[src/rtl/synth_pkg.sv]
// Shared types, widths and waveform lookup for the polyphonic synth.
package synth_pkg;

    typedef enum logic [1:0] {
        IDLE    = 2'd0,
        ATTACK  = 2'd1,
        SUSTAIN = 2'd2,
        RELEASE = 2'd3
    } env_state_t;

    localparam int SAMPLE_W = 11;
    localparam int AUDIO_W  = 12;
    localparam int PITCH_W  = 12;
    localparam int LEVEL_W  = 8;
    localparam int PHASE_W  = 6;

    // 0 square, 1 saw, 2 triangle, 3 25% pulse; one period is 64 phase steps.
    function automatic logic [SAMPLE_W-1:0] wave_sample(input logic [PHASE_W-1:0] phase,
                                                        input logic [1:0] sel);
        case (sel)
            2'd0:    return phase[5] ? '0 : '1;
            2'd1:    return {phase, 5'b0};
            2'd2:    return phase[5] ? {~phase[4:0], 6'b0} : {phase[4:0], 6'b0};
            default: return (phase[5:4] == 2'b00) ? '1 : '0;
        endcase
    endfunction

endpackage

[src/rtl/audio_pwm_generator.sv]
// Free-running sawtooth compare PWM for the amplifier input.
module audio_pwm_generator
    import synth_pkg::*;
(
    input  logic               clk,
    input  logic               rst,
    input  logic               ena,
    input  logic [AUDIO_W-1:0] audio,
    output logic               pwm
);

    logic [AUDIO_W-1:0] cnt;

    always_ff @(posedge clk) begin
        if (rst) begin
            cnt <= '0;
            pwm <= 1'b0;
        end else if (ena) begin
            cnt <= cnt + 1'b1;
            pwm <= (cnt < audio);
        end
    end

endmodule

[src/rtl/bus_debouncer.sv]
// Per-bit debouncer: two-flop synchroniser, then a bit only follows its input
// once the synchronised value has differed from it for DEBOUNCE_CYCLES clocks.
module bus_debouncer #(
    parameter int WIDTH           = 1,
    parameter int DEBOUNCE_CYCLES = 50000
) (
    input  logic             clk,
    input  logic             rst,
    input  logic [WIDTH-1:0] din,
    output logic [WIDTH-1:0] dout
);

    localparam int CW = (DEBOUNCE_CYCLES > 1) ? $clog2(DEBOUNCE_CYCLES) : 1;
    localparam logic [CW-1:0] CNT_LAST = CW'(DEBOUNCE_CYCLES - 1);

    logic [WIDTH-1:0]         sync1, sync2;
    logic [WIDTH-1:0][CW-1:0] cnt;

    always_ff @(posedge clk) begin
        if (rst) begin
            sync1 <= '0;
            sync2 <= '0;
            dout  <= '0;
            cnt   <= '0;
        end else begin
            sync1 <= din;
            sync2 <= sync1;
            for (int i = 0; i < WIDTH; i++) begin
                if (sync2[i] == dout[i]) begin
                    cnt[i] <= '0;
                end else if (cnt[i] == CNT_LAST) begin
                    dout[i] <= sync2[i];
                    cnt[i]  <= '0;
                end else begin
                    cnt[i] <= cnt[i] + 1'b1;
                end
            end
        end
    end

endmodule

[src/rtl/channel.sv]
// Single tone generator: phase advances once every `pitch` clocks while enabled.
module channel
    import synth_pkg::*;
(
    input  logic                clk,
    input  logic                rst,
    input  logic                ena,
    input  logic [PITCH_W-1:0]  pitch,
    input  logic [1:0]          waveform,
    output logic [SAMPLE_W-1:0] sample
);

    logic [PITCH_W-1:0] div_cnt;
    logic [PHASE_W-1:0] phase;

    // Disabled voices restart at phase 0 so a fresh note always begins identically.
    always_ff @(posedge clk) begin
        if (rst || !ena) begin
            div_cnt <= '0;
            phase   <= '0;
        end else if (div_cnt == pitch - 1'b1) begin
            div_cnt <= '0;
            phase   <= phase + 1'b1;
        end else begin
            div_cnt <= div_cnt + 1'b1;
        end
    end

    assign sample = ena ? wave_sample(phase, waveform) : '0;

endmodule

[src/rtl/voice_envelope.sv]
// Attack/sustain/release amplitude envelope for one voice, stepped on ramp ticks.
module voice_envelope
    import synth_pkg::*;
#(
    parameter int ATTACK_STEP  = 8,
    parameter int RELEASE_STEP = 4
) (
    input  logic               clk,
    input  logic               rst,
    input  logic               key,
    input  logic               tick,
    output logic [LEVEL_W-1:0] level,
    output logic               active
);

    localparam logic [LEVEL_W:0]   A_STEP    = (LEVEL_W + 1)'(ATTACK_STEP);
    localparam logic [LEVEL_W-1:0] R_STEP    = LEVEL_W'(RELEASE_STEP);
    localparam logic [LEVEL_W-1:0] LEVEL_MAX = '1;

    env_state_t state;

    // Key changes win over ticks; a tick coinciding with a transition is dropped.
    always_ff @(posedge clk) begin
        if (rst) begin
            state  <= IDLE;
            level  <= '0;
            active <= 1'b0;
        end else begin
            case (state)
                IDLE: begin
                    level <= '0;
                    if (key) begin
                        state  <= ATTACK;
                        active <= 1'b1;
                    end
                end
                ATTACK: begin
                    if (!key) begin
                        state <= RELEASE;
                    end else if (tick) begin
                        if ({1'b0, level} + A_STEP >= {1'b0, LEVEL_MAX}) begin
                            level <= LEVEL_MAX;
                            state <= SUSTAIN;
                        end else begin
                            level <= level + A_STEP[LEVEL_W-1:0];
                        end
                    end
                end
                SUSTAIN: begin
                    level <= LEVEL_MAX;
                    if (!key) state <= RELEASE;
                end
                RELEASE: begin
                    // Re-press resumes the attack from the current level.
                    if (key) begin
                        state <= ATTACK;
                    end else if (tick) begin
                        if (level <= R_STEP) begin
                            level  <= '0;
                            state  <= IDLE;
                            active <= 1'b0;
                        end else begin
                            level <= level - R_STEP;
                        end
                    end
                end
                default: begin
                    state  <= IDLE;
                    level  <= '0;
                    active <= 1'b0;
                end
            endcase
        end
    end

endmodule

[src/rtl/poly_synth_core.sv]
// N-voice synth: debounced note keys, per-voice envelopes, two-stage
// registered mixer feeding the PWM amp driver.
module poly_synth_core
    import synth_pkg::*;
#(
    parameter int                          NUM_CHANNELS    = 4,
    parameter logic [NUM_CHANNELS*12-1:0]  PITCH_TABLE     = {12'd44, 12'd89, 12'd119, 12'd178},
    parameter int                          RAMP_DIV        = 4096,
    parameter int                          ATTACK_STEP     = 8,
    parameter int                          RELEASE_STEP    = 4,
    parameter int                          DEBOUNCE_CYCLES = 50000
) (
    input  logic                    clk,
    input  logic                    rst,
    input  logic [NUM_CHANNELS-1:0] buttons,
    input  logic                    waveform_mode,
    output logic                    pwm_out,
    output logic                    shutdown_b,
    output logic                    gain,
    output logic [NUM_CHANNELS-1:0] voices_active,
    output logic [1:0]              waveform_sel
);

    localparam int LOG2N     = $clog2(NUM_CHANNELS);
    localparam int SUM_W     = SAMPLE_W + LOG2N;
    localparam int MIX_SHIFT = LOG2N - 1;
    localparam int PROD_W    = SAMPLE_W + LEVEL_W;
    localparam int TW        = $clog2(RAMP_DIV);
    localparam logic [TW-1:0] TICK_LAST = TW'(RAMP_DIV - 1);

    logic [NUM_CHANNELS:0]                   deb;
    logic                                    wave_prev;
    logic [TW-1:0]                           tick_cnt;
    logic                                    tick;
    logic [NUM_CHANNELS-1:0][LEVEL_W-1:0]    levels;
    logic [NUM_CHANNELS-1:0][SAMPLE_W-1:0]   ch_out;
    logic [NUM_CHANNELS-1:0][SAMPLE_W-1:0]   scaled;
    logic [SUM_W-1:0]                        mix_sum;
    logic [AUDIO_W-1:0]                      audio;

    assign shutdown_b = 1'b1;
    assign gain       = 1'b1;

    bus_debouncer #(
        .WIDTH           (NUM_CHANNELS + 1),
        .DEBOUNCE_CYCLES (DEBOUNCE_CYCLES)
    ) u_debounce (
        .clk  (clk),
        .rst  (rst),
        .din  ({waveform_mode, buttons}),
        .dout (deb)
    );

    // Waveform advances once per debounced press, wrapping 3 -> 0.
    always_ff @(posedge clk) begin
        if (rst) begin
            wave_prev    <= 1'b0;
            waveform_sel <= '0;
        end else begin
            wave_prev <= deb[NUM_CHANNELS];
            if (deb[NUM_CHANNELS] && !wave_prev) waveform_sel <= waveform_sel + 2'd1;
        end
    end

    always_ff @(posedge clk) begin
        if (rst)                    tick_cnt <= '0;
        else if (tick_cnt == TICK_LAST) tick_cnt <= '0;
        else                        tick_cnt <= tick_cnt + 1'b1;
    end

    assign tick = (tick_cnt == TICK_LAST);

    for (genvar g = 0; g < NUM_CHANNELS; g++) begin : g_voice
        voice_envelope #(
            .ATTACK_STEP  (ATTACK_STEP),
            .RELEASE_STEP (RELEASE_STEP)
        ) u_env (
            .clk    (clk),
            .rst    (rst),
            .key    (deb[g]),
            .tick   (tick),
            .level  (levels[g]),
            .active (voices_active[g])
        );

        channel u_chan (
            .clk      (clk),
            .rst      (rst),
            .ena      (voices_active[g]),
            .pitch    (PITCH_TABLE[12*g +: 12]),
            .waveform (waveform_sel),
            .sample   (ch_out[g])
        );
    end

    // Stage 1: scale each voice by its envelope level (unity is 256, so 255 is just under).
    always_ff @(posedge clk) begin
        if (rst) begin
            scaled <= '0;
        end else begin
            for (int i = 0; i < NUM_CHANNELS; i++)
                scaled[i] <= SAMPLE_W'((PROD_W'(ch_out[i]) * PROD_W'(levels[i])) >> LEVEL_W);
        end
    end

    always_comb begin
        mix_sum = '0;
        for (int i = 0; i < NUM_CHANNELS; i++) mix_sum = mix_sum + SUM_W'(scaled[i]);
    end

    // Stage 2: the sum is one bit wider than AUDIO_W needs per doubling, so the
    // shift keeps full scale at 12 bits without any chance of overflow.
    always_ff @(posedge clk) begin
        if (rst) audio <= '0;
        else     audio <= AUDIO_W'(mix_sum >> MIX_SHIFT);
    end

    audio_pwm_generator u_pwm (
        .clk   (clk),
        .rst   (rst),
        .ena   (1'b1),
        .audio (audio),
        .pwm   (pwm_out)
    );

endmodule

[config.mk]
export PLATFORM = sky130hd
export DESIGN_NAME = poly_synth_core
export DESIGN_NICKNAME = d
export VERILOG_FILES = /design/src/rtl/synth_pkg.sv /design/src/rtl/audio_pwm_generator.sv /design/src/rtl/bus_debouncer.sv /design/src/rtl/channel.sv /design/src/rtl/voice_envelope.sv /design/src/rtl/poly_synth_core.sv
export SDC_FILE = /design/constraint.sdc
export NUM_CORES = 1
export LEC_CHECK = 0
export CAP_MARGIN = 40
export CELL_PAD_IN_SITES_DETAIL_PLACEMENT = 0
export CELL_PAD_IN_SITES_GLOBAL_PLACEMENT = 2
export CORE_ASPECT_RATIO = 1.4
export CORE_MARGIN = 3
export CORE_UTILIZATION = 44
export CTS_CLUSTER_SIZE = 10
export DETAILED_ROUTE_END_ITERATION = 6
export PLACE_DENSITY = 0.95
export SYNTH_ARGS = -nofsm -noshare
export SYNTH_HDL_FRONTEND = slang
export SYNTH_SLANG_ARGS = --single-unit
[constraint.sdc]
create_clock -name clk -period 16.17 [get_ports clk]
set_input_delay 4.0425 -clock clk [delete_from_list [all_inputs] [get_ports clk]]
set_output_delay 4.0425 -clock clk [all_outputs]
set_load 0.01 [all_outputs]
### Word-level counts from Yosys, hierarchy flattened

Index checks and enable logic that the tools add are counted.

* bits in latches: 0
* memories: 0
* flip-flop bits (word level): 295
* input bits: 7
* memory bits (writable): 0
* word-level logic and storage cells: 322
* output and inout port bits: 9
* ROM bits: 0

* $add $sub $neg: 31
* magnitude comparators: 9
* reductions and logical operators: 50
* shifts and indexed selects: 0
* divide/modulo/power cells: 0
* multiplexer cells: 104
* equal/unequal tests: 73
* bitwise logic cells: 9
* multipliers: 4

Operator list (count)
* 2-to-1 mux 8 bit: 24
* 2-to-1 mux 11 bit: 16
* one-hot mux 11 bit (3 select lines): 4
* one-hot mux 8 bit (4 select lines): 4
* adder 16 x 1 -> 16 bit (second input constant): 5
* == test 16 bit (second input constant): 5
* multiplier 11 x 8 -> 19 bit: 4
* adder 12 x 1 -> 12 bit (second input constant): 6
* 2-to-1 mux 2 bit: 32
* != test 2 bit (second input constant): 22
* adder 8 x 4 -> 9 bit (second input constant): 4
* greater-or-equal comparator 9 x 8 -> 1 bit (second input constant): 4
* adder 8 x 4 -> 8 bit (second input constant): 4
* less-or-equal comparator 8 x 3 -> 1 bit (second input constant): 4
* one-hot mux 2 bit (4 select lines): 4
* subtractor 8 x 3 -> 8 bit (second input constant): 4
* != test 3 x 2 -> 1 bit (second input constant): 10
* adder 6 x 1 -> 6 bit (second input constant): 4
* == test 12 x 7 -> 1 bit (second input constant): 2
* AND reduction 6 bit: 4
* inverter 5 bit: 4
* AND reduction 5 bit: 4
* == test 2 bit (second input constant): 9
* zero test 2 bit: 9
* 23 further kinds: 88

### Logic depth before layout (Yosys ltp)

Gate-level depths: netlist (run 1).

* depth in word-level cells: 6
* gate-level depth with buffers: 23
* mapped depth without buffers: 21

### Modules after synthesis

A second synthesis (run 1) with hierarchy kept.

* cell total of the unflattened synthesis: 3286
* area total of the unflattened synthesis: 28175.8 um2

Modules (own cells, without submodules)
* poly_synth_core: instances 1, seq. area each 1421.4 um2, cells an instance 1466, area each 13279.0 um2
* channel: instances 4, seq. area each 360.3 um2, cells an instance 188, area each 1436.4 um2
* bus_debouncer: instances 1, seq. area each 1901.8 um2, cells an instance 442, area each 4001.3 um2
* voice_envelope (g_voice[0].u_env ...): instances 3, seq. area each 200.2 um2, cells an instance 132, area each 1069.8 um2
* voice_envelope (g_voice[3].u_env): instances 1, seq. area each 200.2 um2, cells an instance 130, area each 1073.5 um2
* audio_pwm_generator: instances 1, seq. area each 260.2 um2, cells an instance 100, area each 867.1 um2

### Worst setup path before layout (run 1)

Ideal clock, no wire load.

* path type: register to register
* start: register waveform_sel[0]
* end: register scaled[18] in the netlist's numbering
* stages on the path, launching flop included: 20
* slack: 10.244 ns
* arrival time: 5.803 ns
* library setup time: 0.123 ns
* cells stage by stage: dfxtp_1 > ha_1 > clkbuf_1 > inv_1 > o21ai_1 > a21oi_1 > and2_1 > fa_1 > fa_1 > fa_1 > inv_1 > fa_1 > inv_1 > ha_1 > and3_1 > nor2b_1 > a211o_1 > a221o_2 > a21oi_1 > mux2_1

* word-level cells in the longest chain between the ends: 4
* elaborated cells on any way between the ends: 6
* classes of those cells: mul (1); eq/ne (2); mux (2); reduce/logical (1)

RTL lines
* start: declaration: RTL line poly_synth_core.sv:21 `output logic [1:0] waveform_sel`
* start signal: assignment: RTL line poly_synth_core.sv:61 `if (deb[NUM_CHANNELS] && !wave_prev) waveform_sel <= waveform_sel + 2'd1;`
* == test 2 bit, or another cell as far along: RTL line synth_pkg.sv:20 `case (sel)`
* one-hot mux 11 bit (3 select lines) (*): RTL line synth_pkg.sv:20
* 2-to-1 mux 11 bit (*): RTL line channel.sv:29 `assign sample = ena ? wave_sample(phase, waveform) : '0;`
* multiplier 11 x 8 -> 19 bit (*): RTL line poly_synth_core.sv:102 `scaled[i] <= SAMPLE_W'((PROD_W'(ch_out[i]) * PROD_W'(levels[i])) >> LEVEL_W);`
* end signal: indexed assignment: RTL line poly_synth_core.sv:102
* end: declaration: RTL line poly_synth_core.sv:37 `logic [NUM_CHANNELS-1:0][SAMPLE_W-1:0] scaled;`

Mark *: on every way between the ends. The rest lies on a longest branch, timed or not.
A chain may end at the register's enable or synchronous reset.

### Worst setup path in the final report (run 1)

Ends and elaborated chain as after synthesis.

==> results of run 1 <==
-- area by class of cell --
type / instances / share of cell area
clock buffers: 43 / 0.0366
diodes: 1 / 0.0000966
flip-flops and latches: 291 / 0.225
well taps: 721 / 0.0348
multi-input cells: 2081 / 0.643
clock inverters: 2 / 0.000966
inverters: 361 / 0.0523
repair buffers: 23 / 0.00792
-- how the worst max path moves through the flow --
stage	start	end	slack, ps	depth (start not counted)
after global routing	waveform_sel[0]	scaled[18]	8880	18
after global placement	waveform_sel[0]	scaled[43]	9100	20
after detailed placement	waveform_sel[0]	scaled[18]	9270	18
after floorplan	waveform_sel[0]	scaled[18]	10240	19
after CTS	waveform_sel[0]	scaled[18]	9250	18
final	waveform_sel[0]	scaled[18]	9270	18
-- cells in the mapped netlist (6+ instances only) --
cell      instances  share of area
buf_4             7         0.0022
and4_1            7         0.0025
mux2i_1          19         0.0078
xnor2_1         103          0.037
a21oi_1          94          0.019
or2_2             6         0.0015
a311oi_1          6         0.0022
and3_1           49          0.013
a211oi_1         15         0.0046
xor2_1          121          0.044
a211o_1          13         0.0047
nand3_1          95          0.020
o21bai_1          8         0.0025
nor2b_1          37         0.0095
inv_1           361          0.056
a22oi_1          13         0.0040
buf_1             6        0.00093
o21ai_1          11         0.0023
o21ai_0          50          0.010
or4_1             6         0.0019
nor4_1           16         0.0041
o31ai_1           8         0.0025
fa_1            197           0.16
nor4b_1           6         0.0022
a21o_1           29         0.0090
clkbuf_1         83          0.013
nor3b_1           7         0.0022
nand2b_1         17         0.0044
o211ai_1          8         0.0025
a31oi_1          35         0.0090
nor3_1           49          0.010
nand2_1         238          0.037
o21a_1           10         0.0031
o221ai_1          6         0.0022
and2_1          120          0.031
nand4_1          47          0.012
dfxtp_1         291           0.24
nor2_1          297          0.046
ha_1            235           0.12
or3_1            17         0.0044
-- cells by family after synthesis --
family          synth area share
compound gates             0.104
xor+xnor                  0.0809
fa+ha+maj                  0.284
buf+inv                   0.0731
flops                      0.240
mux                       0.0105
other cells             0.000155
simple gates               0.207
-- per-layer routing --
layer	vias up	share of wire	global-route usage
li1	9243	-	-
met1	9144	0.42	0.226
met2	269	0.51	0.346
met3	100	0.032	0.0271
met4	0	0.035	0.0752
met5	-	0	0
-- metrics by stage --
stage | cells | util | hold WS (ps) | total power, µW
after floorplan | 2834 | - | 413 | 832
after global placement | 3474 | 0.458 | 426 | 858
after detailed placement | 3477 | 0.459 | 435 | 859
after CTS | 3522 | 0.477 | 446 | 1580
after global routing | 3522 | 0.477 | 457 | 1620
final | 3523 | 0.477 | 442 | 1550
-- power by group --
part           total (µW)  switching, µW  internal (µW)
logic                 104           65.9           38.3
registers             741           14.6            726
clock network         709            301            408
-- registers in the layout (all words and copies together), names as in the netlist --
| signal | flops |
|---|---|
| audio | 12 |
| g_voice.u_env.level | 28 |
| g_voice.u_env.active | 4 |
| g_voice.u_env.state | 8 |
| tick_cnt | 12 |
| g_voice.u_chan.div_cnt | 48 |
| u_debounce.sync1 | 5 |
| waveform_sel | 2 |
| u_debounce.sync2 | 5 |
| u_debounce.dout | 5 |
| u_debounce.cnt | 80 |
| g_voice.u_chan.phase | 24 |
| u_pwm.pwm | 1 |
| wave_prev | 1 |
| u_pwm.cnt | 12 |
| scaled | 44 |
==> flow_summary.json, run 1 <==
{
  "cts-root-buf": "clkbuf_16",
  "cp.arrival_ps": 7320,
  "multiInputGateArea_um2": 16600,
  "worst_slack_ps": 9270,
  "placed_area_um2": 24900,
  "place.port_buffers": 13,
  "max_slew.worst_pin.slew_ps": 859,
  "fin_skew_ps": 15.6,
  "post-route-period-util": 0.427,
  "post_cts_buffers": 0,
  "hold_path_class": "flop to flop",
  "cpMostUsedCell": "fa_1",
  "final_common_cell": "inv_1",
  "grt_pass1_vias": 19500,
  "fin_area_um2": 25900,
  "grt_overflow": 0,
  "cp_data_required_time_ps": 16590,
  "max_freq_mhz": 145,
  "cts_buffer_depth": 3,
  "ant_nets": 0,
  "postCtsHoldBufs": 0,
  "holdPathEnd": "u_debounce.cnt[16]",
  "cts_sinks": 291,
  "leakage_uw": 0.0115,
  "cp_num_buf_inv": 3,
  "final_cell_mix": "361 x inv_1, 297 x nor2_1, 291 x dfxtp_1, 238 x nand2_1, 235 x ha_1",
  "antenna_found_initial": 0,
  "preCtsSetupSlack_ps": 9270,
  "start_util": 0.446,
  "fp.dieH_um": 284,
  "post_synth.cell_area_avg_um2": 8.56,
  "seq_area_frac_synth": 0.240,
  "cts_max_level": 2,
  "cap_violations": 0,
  "routabilityCongestion": 0.894,
  "setup_viol": 0,
  "route.detailed.drc": 0,
  "crit_path_start_kind": "flop",
  "outcome": "completed",
  "r2r_cells": 18,
  "worst_path_dominant_cell_family": "adder cells",
  "maxSlewViolCount": 0,
  "fillCellCount": 5239,
  "grt_setup_unrepaired": "false",
  "fp-row-count": 101,
  "wirelength_um": 54200,
  "syn_inst": 2833,
  "area_growth_pct": 6.88,
  "path_cells": "ha_1 -> inv_1 -> o21ai_1 -> a21oi_1 -> and2_1 -> fa_1 -> fa_1 -> fa_1 -> inv_1 -> fa_1 -> inv_1 -> ha_1 -> and3_1 -> nor2b_1 -> a211o_1 -> a221o_2 -> a21oi_1 -> mux2_1",
  "finalHoldViolCount": 0,
  "hold_depth": 1,
  "drtIter0Drc": 820,
  "grt_start_max_net_pins": 79,
  "vias_per_cell": 5.32,
  "io_pins": 16,
  "dieWidth_um": 204,
  "synthesis.area_um2": 24200,
  "r2r_end": "scaled[18]",
  "cts_resized": 0,
  "grt_usage": 0.191,
  "async_reset_ff_frac": 0,
  "synth-seq-cells": 291,
  "ys_types": 91,
  "synthFlopType": "dfxtp_1",
  "firstDrtPassIters": 7,
  "yosys_warnings": 0,
  "wire_per_inst_um": 15.4,
  "crit_type": "flop to flop",
  "core_area_um2": 54300,
  "numCtsBuffers": 35,
  "period_minus_slack_ps": 6900,
  "crit_slowest_cell": "o21ai_1",
  "regArea_um2": 5830,
  "grt_pass1_wl_um": 92900,
  "relSlewSlack": 0.427,
  "synth_edf_count": 0,
  "clk_pin_slew_worst_paths_ps": 50,
  "power_density_nw_per_um2": 60.0,
  "path_max_fanout": 13,
  "die-area_um2": 58000,
  "finalSetupTns_ps": 0,
  "r2r_start": "waveform_sel[0]",
  "slowest_delay_ps": 710,
  "cts_tree": "yes",
  "clock_latency_ps": 540,
  "post_route_cells_drive_above_1_share": 0.0278,
  "hold_start": "u_debounce.cnt[16]",
  "ir_worst_vdd_v": 0.0000594,
  "layout.nets": 3232,
  "dp_hpwl_um": 42000,
  "regToRegSetupSlack_ps": 9270,
  "end_kind": "flop",
  "route.vias.total": 18800
}
No activity file was read; power rests on OpenSTA's default activity.
==> run 2: changes to the inputs <==
--- a/config.mk
+++ b/config.mk
@@ -10,10 +10,10 @@
 export CELL_PAD_IN_SITES_GLOBAL_PLACEMENT = 2
 export CORE_ASPECT_RATIO = 1.4
 export CORE_MARGIN = 3
-export CORE_UTILIZATION = 44
+export CORE_UTILIZATION = 37
 export CTS_CLUSTER_SIZE = 10
 export DETAILED_ROUTE_END_ITERATION = 6
-export PLACE_DENSITY = 0.95
+export PLACE_DENSITY = 0.9
 export SYNTH_ARGS = -nofsm -noshare
 export SYNTH_HDL_FRONTEND = slang
 export SYNTH_SLANG_ARGS = --single-unit
==> constraint.sdc (replaced) <==
create_clock -name clk -period 5.75 [get_ports clk]
set_input_delay 1.4375 -clock clk [delete_from_list [all_inputs] [get_ports clk]]
set_output_delay 1.4375 -clock clk [all_outputs]
set_load 0.01 [all_outputs]
==> flow_summary.json, run 2 (synthesis results as in run 1) <==
{
  "route.vias.total": 19300,
  "grt_pass1_wl_um": 98700,
  "postCtsHoldBufs": 0,
  "io_pins": 16,
  "relSlewSlack": 0.431,
  "routabilityCongestion": 0.916,
  "grt_overflow": 0,
  "layout.nets": 3369,
  "ir_worst_vdd_v": 0.000248,
  "clk_pin_slew_worst_paths_ps": 50,
  "cap_violations": 0,
  "dp_hpwl_um": 45600,
  "grt_setup_unrepaired": "true",
  "reg_top3": "u_debounce.cnt x80, g_voice.u_chan.div_cnt x48, scaled x44",
  "cp.arrival_ps": 5930,
  "wire_per_inst_um": 15.3,
  "area_growth_pct": 12.8,
  "worst_slack_ps": 244,
  "path_depth": 19,
  "startpoint": "waveform_sel[1]",
  "leakage_uw": 0.0123,
  "core_area_um2": 64500,
  "power_density_nw_per_um2": 167,
  "outcome": "completed",
  "crit_end": "scaled[18]",
  "fp.dieH_um": 309,
  "max_slew.worst_pin.slew_ps": 853,
  "top_register": "u_debounce.cnt",
  "fin_area_um2": 27400,
  "wirelength_um": 57800,
  "grt_pass1_vias": 20400,
  "hold_path_class": "flop to flop",
  "fin_hold_ws_ps": 439,
  "numCtsBuffers": 37,
  "drtIter0Drc": 844,
  "cts_tree": "yes",
  "final_cell_mix": "360 x inv_1, 295 x nor2_1, 289 x dfxtp_1, 238 x nand2_1, 232 x ha_1",
  "cts-root-buf": "clkbuf_16",
  "path_cells": "ha_2 -> inv_2 -> o21ai_4 -> buf_4 -> a31oi_2 -> and2_1 -> fa_1 -> fa_1 -> fa_1 -> inv_1 -> fa_1 -> inv_1 -> ha_1 -> and3_1 -> nor2b_1 -> a211o_1 -> a221o_2 -> a21oi_1 -> mux2_1",
  "fin_skew_ps": 17.3,
  "start_util": 0.376,
  "fp-row-count": 110,
  "grt_usage": 0.171,
  "cts_sinks": 291,
  "preCtsSetupSlack_ps": -29.3,
  "crit_type": "flop to flop",
  "r2r_start": "waveform_sel[1]",
  "ant_nets": 0,
  "end_kind": "flop",
  "grt_start_max_net_pins": 73,
  "clock_latency_ps": 550,
  "final_util": 0.424,
  "antenna_cells": 0,
  "placed_area_um2": 26100,
  "largest_reg_flops": 80,
  "r2r_cells": 19,
  "cts_buffer_depth": 3,
  "place.port_buffers": 13,
  "final_common_cell": "inv_1",
  "maxSlewViolCount": 0,
  "period_minus_slack_ps": 5510,
  "r2r_end": "scaled[18]",
  "post_route_cells_drive_above_1_share": 0.0853,
  "cts_max_level": 2,
  "path_max_fanout": 6,
  "crit_path_start_kind": "flop",
  "die-area_um2": 68700,
  "setup_viol": 0,
  "post-route-period-util": 0.958,
  "cp_num_buf_inv": 4,
  "slowest_delay_ps": 560,
  "cp_data_required_time_ps": 6170,
  "cpMostUsedCell": "fa_1",
  "finalHoldViolCount": 0,
  "antenna_found_initial": 0,
  "route.detailed.drc": 0,
  "crit_slowest_cell": "fa_1",
  "worst_path_dominant_cell_family": "adder cells",
  "regToRegSetupSlack_ps": 240,
  "vias_per_cell": 5.09,
  "firstDrtPassIters": 5,
  "max_freq_mhz": 182,
  "dieWidth_um": 222
}
==> run 2: changes by cell type in the layout (fill, tap and decap cells not counted), moves of 3 or more <==
cell       change
clkbuf_8       +4
a31oi_1        -4
buf_4        +133
a31oi_2        +4
a21oi_2        +3
ha_1           -3
clkbuf_1       -4
clkbuf_16      +3
ha_2           +3
a21oi_1        -5
nor3_1         -4
nor3_2         +4
==> run 2: worst min path at each step <==
| stage | startpoint | end | slack (ps) | depth (start not counted) |
|---|---|---|---|---|
| 2_1_floorplan | u_debounce.cnt[16] | u_debounce.cnt[16] | 410 | 1 |
| 3_3_place_gp | u_debounce.cnt[16] | u_debounce.cnt[16] | 420 | 1 |
| 3_5_place_dp | u_debounce.sync1[4] | u_debounce.sync2[4] | 430 | 1 |
| 4_1_cts | u_debounce.cnt[16] | u_debounce.cnt[16] | 440 | 1 |
| 5_1_grt | u_debounce.sync1[4] | u_debounce.sync2[4] | 450 | 1 |
| 6_report | u_debounce.cnt[16] | u_debounce.cnt[16] | 440 | 1 |
==> run 2: power breakdown <==
| group | internal [µW] | switching, µW | leakage [µW] |
|---|---|---|---|
| Combinational | 110 | 193 | 0.00942 |
| Clock | 1280 | 895 | 0.000538 |
| Sequential | 2040 | 36.9 | 0.00235 |
==> run 2: cell type report <==
class / count / area, µm²
Clock buffer: 46 / 1060
Sequential cell: 291 / 5830
Timing Repair Buffer: 158 / 1230
Tap cell: 840 / 1050
Inverter: 361 / 1360
Multi-Input combinational cell: 2081 / 16800
Clock inverter: 5 / 33.8
Fill cell: 6350 / 37200
==> run 2: metal layers <==
layer  vias to the layer above  GRT usage  routed length, µm
met5                         -          0                  0
met4                         0     0.0615               2010
met3                       113     0.0215               1650
met2                       254      0.329              30600
met1                      9397      0.192              23500
li1                       9502          -                  -
==> run 2: through the flow <==
step	power, µW	TNS [ps]	std cells
4_1_cts	4640	0	3781
2_1_floorplan	2340	-67.0	2834
6_report	4560	0	3782
3_5_place_dp	2420	-29.3	3730
3_3_place_gp	2420	0	3729
5_1_grt	4730	-28.1	3782
==> run 2: worst reg2reg max path, stage by stage, from the launching register on <==
cell	delay, ps
dfxtp_2	370
ha_2	230
inv_2	100
o21ai_4	220
buf_4	180
a31oi_2	50
and2_1	200
fa_1	560
fa_1	440
fa_1	550
inv_1	60
fa_1	540
inv_1	40
ha_1	290
and3_1	210
nor2b_1	130
a211o_1	280
a221o_2	420
a21oi_1	170
mux2_1	340
==> run 2: what timing repair did <==
| item | 4_1_cts | 5_1_grt |
|---|---|---|
| cloned | 0 | 1 |
| resized for setup | 2 | 31 |
| setup endpoints to repair | 4 | 28 |
| pin swaps | 0 | 6 |
| setup buffers | 0 | 0 |
